`src/rtl/ds2x_frame_seq.sv`:
```
// ds2x_frame_seq: frame/line sequencer for the 2x2 averaging downscaler.
// It tracks the raster position of accepted pixels and drives the datapath
// phase, line-buffer address and strobes. It also owns the output handshake
// for the single outstanding downscaled result.
module ds2x_frame_seq #(
    parameter int WIDTH  = 256,
    parameter int HEIGHT = 256,
    parameter int AW     = 7
) (
    input  logic          clk,
    input  logic          rst_n,
    input  logic          start,
    input  logic          s_valid,
    input  logic          s_sof,
    output logic          s_ready,
    output logic          dp_en,
    output logic [1:0]    dp_phase,
    output logic [AW-1:0] dp_addr,
    output logic          dp_emit,
    output logic          m_valid,
    input  logic          m_ready,
    output logic          busy,
    output logic          frame_done,
    output logic          err_sof
);

    localparam int XW = (WIDTH  > 2) ? $clog2(WIDTH)  : 1;
    localparam int YW = (HEIGHT > 2) ? $clog2(HEIGHT) : 1;

    localparam logic [XW-1:0] XLAST = XW'(WIDTH - 1);
    localparam logic [YW-1:0] YLAST = YW'(HEIGHT - 1);

    typedef enum logic [2:0] {
        IDLE,
        WAIT_SOF,
        ACTIVE,
        DRAIN,
        DONE
    } state_t;

    state_t        state_q, state_d;
    logic [XW-1:0] x_q, x_d;
    logic [YW-1:0] y_q, y_d;
    logic          m_valid_q, m_valid_d;

    // State, position counters and result-valid flag; reset wipes all progress.
    always_ff @(posedge clk or negedge rst_n) begin
        if (!rst_n) begin
            state_q   <= IDLE;
            x_q       <= '0;
            y_q       <= '0;
            m_valid_q <= 1'b0;
        end else begin
            state_q   <= state_d;
            x_q       <= x_d;
            y_q       <= y_d;
            m_valid_q <= m_valid_d;
        end
    end

    // Next state, raster advance and datapath strobes for the accepted pixel.
    always_comb begin
        state_d  = state_q;
        x_d      = x_q;
        y_d      = y_q;
        s_ready  = 1'b0;
        dp_en    = 1'b0;
        dp_phase = 2'b00;
        dp_addr  = '0;
        err_sof  = 1'b0;

        case (state_q)
            IDLE: begin
                if (start) begin
                    state_d = WAIT_SOF;
                    x_d     = '0;
                    y_d     = '0;
                end
            end
            WAIT_SOF: begin
                s_ready = 1'b1;
                if (s_valid && s_sof) begin
                    dp_en   = 1'b1;
                    x_d     = XW'(1);
                    y_d     = '0;
                    state_d = ACTIVE;
                end
            end
            ACTIVE: begin
                s_ready = ~(m_valid_q & ~m_ready);
                if (s_valid && s_ready) begin
                    dp_en = 1'b1;
                    if (s_sof) begin
                        err_sof = 1'b1;
                        x_d     = XW'(1);
                        y_d     = '0;
                    end else begin
                        dp_phase = {y_q[0], x_q[0]};
                        dp_addr  = AW'(x_q >> 1);
                        if (x_q == XLAST) begin
                            x_d = '0;
                            if (y_q == YLAST) begin
                                y_d     = '0;
                                state_d = DRAIN;
                            end else begin
                                y_d = y_q + YW'(1);
                            end
                        end else begin
                            x_d = x_q + XW'(1);
                        end
                    end
                end
            end
            DRAIN: begin
                if (!m_valid_q || m_ready) begin
                    state_d = DONE;
                end
            end
            DONE: begin
                state_d = IDLE;
            end
            default: begin
                state_d = IDLE;
            end
        endcase
    end

    // A result is produced on every phase-11 accept; it stays until the sink takes it.
    always_comb begin
        dp_emit   = dp_en & (dp_phase == 2'b11);
        m_valid_d = m_valid_q;
        if (dp_emit) begin
            m_valid_d = 1'b1;
        end else if (m_valid_q && m_ready) begin
            m_valid_d = 1'b0;
        end
    end

    assign m_valid    = m_valid_q;
    assign busy       = (state_q != IDLE);
    assign frame_done = (state_q == DONE);

endmodule

```
`config.mk`:
```
export PLATFORM = sky130hd
export DESIGN_NAME = ds2x_frame_seq
export DESIGN_NICKNAME = d
export VERILOG_FILES = /design/src/rtl/ds2x_frame_seq.sv
export SDC_FILE = /design/constraint.sdc
export NUM_CORES = 1
export LEC_CHECK = 0
export CAP_MARGIN = 0
export CORE_MARGIN = 4
export CORE_UTILIZATION = 50
export CTS_CLUSTER_SIZE = 25
export DETAILED_ROUTE_END_ITERATION = 10
export DONT_BUFFER_PORTS = 1
export PLACE_DENSITY = 0.68
export SYNTH_ARGS = -nofsm -noshare
export SYNTH_HDL_FRONTEND = slang
export SYNTH_SLANG_ARGS = --single-unit
```
`constraint.sdc`:
```
create_clock -name clk -period 2.4 [get_ports clk]
set_clock_uncertainty 0.05 [all_clocks]
set_input_delay 0.12 -clock clk [delete_from_list [all_inputs] [get_ports clk]]
set_output_delay 0.12 -clock clk [all_outputs]
set_load 0.01 [all_outputs]
```
==> results.ini <==
[run]
cap_violations = 0

[route]
drtPass1Iterations = 4
drc_errors = 0
avgRoutedWirePerCell_um = 15.76
first_iter_violations = 55
routed_via_density = 6.040
ant_nets = 0
finalWirelength_um = 2790
vias = 1069

[layout]
nets = 157
fin_area_mm2 = 0.001349
final_common_cell = dfrtp_1
nFillCells = 227
syn_to_final_growth_pct = 5.686
seq_area_um2 = 500.5
multi_input_area_um2 = 744.5
layout_common_cells = dfrtp_1 (20), o21ai_0 (15), and2_1 (13)
drive_gt1_share_pct = 10.88
diodes = 0

[clocking]
post_cts_resize_count = 0
cts_max_level = 1
clk_latency_ps = 300
cts-root-buf = clkbuf_4
cts_tree = done
cts_sinks = 20
clk_pin_slew_ps = 110
clock_path_buffers = 2
cts_buffers = 3

[grt]
grt_pass1_wl_um = 4857
grt_max_degree = 21
grt_overflow = 0
globalRouteTotalUtil_pct = 18.28
antenna_found_initial = 0
grt_pass1_vias = 1053

[floorplan]
pin_count = 22
die_h_um = 58.52
rows = 18
coreArea_mm2 = 0.002455
dieArea_mm2 = 0.003425
die_w_um = 58.52
start_util_pct = 51.99

[setup_path]
path_max_fanout = 16
cp.required_ps = 2540
max_stage_delay_ps = 570
cp_num_buf_inv = 0
cp-start-kind = register
path_class = reg -> reg
worstPathCellList = nand2b_1 -> a31oi_4 -> nand3_1 -> o21ai_0 -> o31ai_2
crit_arrival_ps = 2220
cpLargestDelayFamily = compound AO/OA/AOI/OAI gates
slowest_stage = dfrtp_1
critPathCaptureType = register

[sta]
layout_min_cycle_time_ps = 2077
slew_viol_final = 0
grt_setup_unrepaired = no
tightest_slew_ps = 917.6
period_share_pct = 86.55
setup_violations = 0
finalHoldViolations = 0
relSlewSlack_pct = 38.63
fin_setup_tns_ps = 0
fin_ws_ps = 322.8
fmax_mhz = 481.4

[placed_design]
gp_congestion = 0.7930
dpl_worst_slack_ps = 348.3
dpl-instance-area_mm2 = 0.001316
dp_hpwl_um = 2052
io_buffers = 0

[synthesis]
async_reset_ff_share_pct = 100.0
synth_top_area_share_pct = 39.22
synthDistinctLibCells = 39
syn_inst = 145
syn_nets = 153
synth_edf_count = 0
synth_top_area_cell = dfrtp_1
yosysWarnings = 0
synthTopCellsByArea = dfrtp_1 (39%), and2_1 (6.4%), o21ai_0 (5.9%), nand3_1 (4.3%), nand2_1 (3.5%)
syn_area_mm2 = 0.001276
seq_area_frac_synth_pct = 39.22
syn_area_per_cell_um2 = 8.802
synth_seq_cells = 20
ys_dominant_reg_cell = dfrtp_1

[hold_path]
min_path_type = in -> reg

[power]
switching_power_uw = 443.5
internal_power_uw = 576.6
p_comb_share_pct = 39.4
p_sw_share_pct = 43.47
p_leak_uw = 0.0005726
clkPwrFrac_pct = 15.7
power.density_mw_per_mm2 = 756.3
ir_drop_mv = 0.4358
power_frac_seq_pct = 44.9

[status]
outcome = finished, final reports clean

==> sequential cells by signal (all words and copies together), names as in the netlist <==
register	flops
y_q	8
state_q	3
m_valid	1
x_q	8
==> worst register-to-register path, delay by kind of cell (launching register included) <==
kind | cells | cell delay (ps)
flops | 1 | 570
simple gates | 2 | 630
compound gates | 3 | 720
==> worst paths after layout <==
check	start	cells after the start	to	slack [ps]
max in group asynchronous	rst_n	1	x_q[4]$_DFFE_PN0P_	1400
min	s_sof	3	state_q[0]$_DFFE_PN0P_	80
min in group asynchronous	rst_n	1	m_valid$_DFFE_PN0P_	330
max	state_q[0]$_DFFE_PN0P_	5	y_q[7]$_DFFE_PN0P_	320
max reg2reg	state_q[0]$_DFFE_PN0P_	5	y_q[7]$_DFFE_PN0P_	320
min reg2reg	y_q[7]$_DFFE_PN0P_	1	y_q[7]$_DFFE_PN0P_	450
==> timing repair <==
| action | 4_1_cts | 5_1_grt |
|---|---|---|
| hold buffers | 1 | 0 |
| endpoints found under the hold margin | 20 | 0 |
| buffers inserted | 0 | 0 |
==> cell type report <==
type                       count  area share [%]
timing repair buffer           4           2.412
multi-input combinational    117           55.19
tap                           30           2.783
clock buffer                   3           1.670
inverter                       3          0.8349
sequential                    20           37.11
==> power groups by stage <==
stage / logic, uW / registers, uW / clock network (uW)
after floorplan: 360 / 418 / 0
after global placement: 389 / 461 / 0
after detailed placement: 393 / 463 / 0
after CTS: 404 / 456 / 164
after global routing: 449 / 468 / 178
final: 402 / 458 / 160
==> cell usage after synthesis (all sizes together) (2+ instances only) <==
library cell  instances
nor3b                 2
a21oi                 2
o31ai                 3
xnor2                 3
nor2                 11
a31oi                 2
o41ai                 2
clkbuf                3
nand4                 3
nand3b                2
buf                   2
nor3                  2
and2                 13
o21ai                19
nor4                  3
and3                  5
nor2b                 2
ha                    2
nand3                12
nand2b                6
inv                   3
nand2                13
dfrtp                20
==> cell families after synthesis <==
| kind of cell | count (synthesis) | synth area share [%] |
|---|---|---|
| xor+xnor | 3 | 2.059 |
| fa+ha+maj | 2 | 1.960 |
| simple gates | 78 | 35.29 |
| buf+inv | 8 | 2.450 |
| flops | 20 | 39.22 |
| compound gates | 34 | 19.02 |
==> routing by layer <==
| layer | wire length, um | global-route usage, % | up-vias |
|---|---|---|---|
| met1 | 1364 | 25.28 | 502 |
| met4 | 30 | 5.629 | 0 |
| met2 | 1215 | 28.07 | 29 |
| met3 | 179 | 4.605 | 4 |
| li1 | - | - | 534 |
| met5 | 0 | 0 | - |
==> metrics by stage <==
stage | utilization (%) | cells | total power [uW] | hold slack, ps
final | 54.94 | 177 | 1020 | 76.06
after global routing | 54.94 | 177 | 1095 | 114.3
after CTS | 54.94 | 177 | 1024 | 66.86
after detailed placement | 53.62 | 173 | 856.4 | -224.9
after global placement | 53.62 | 173 | 849.9 | -224.9
after floorplan | - | 145 | 777.9 | -225.6
No activity file was read; power rests on OpenSTA's default activity.
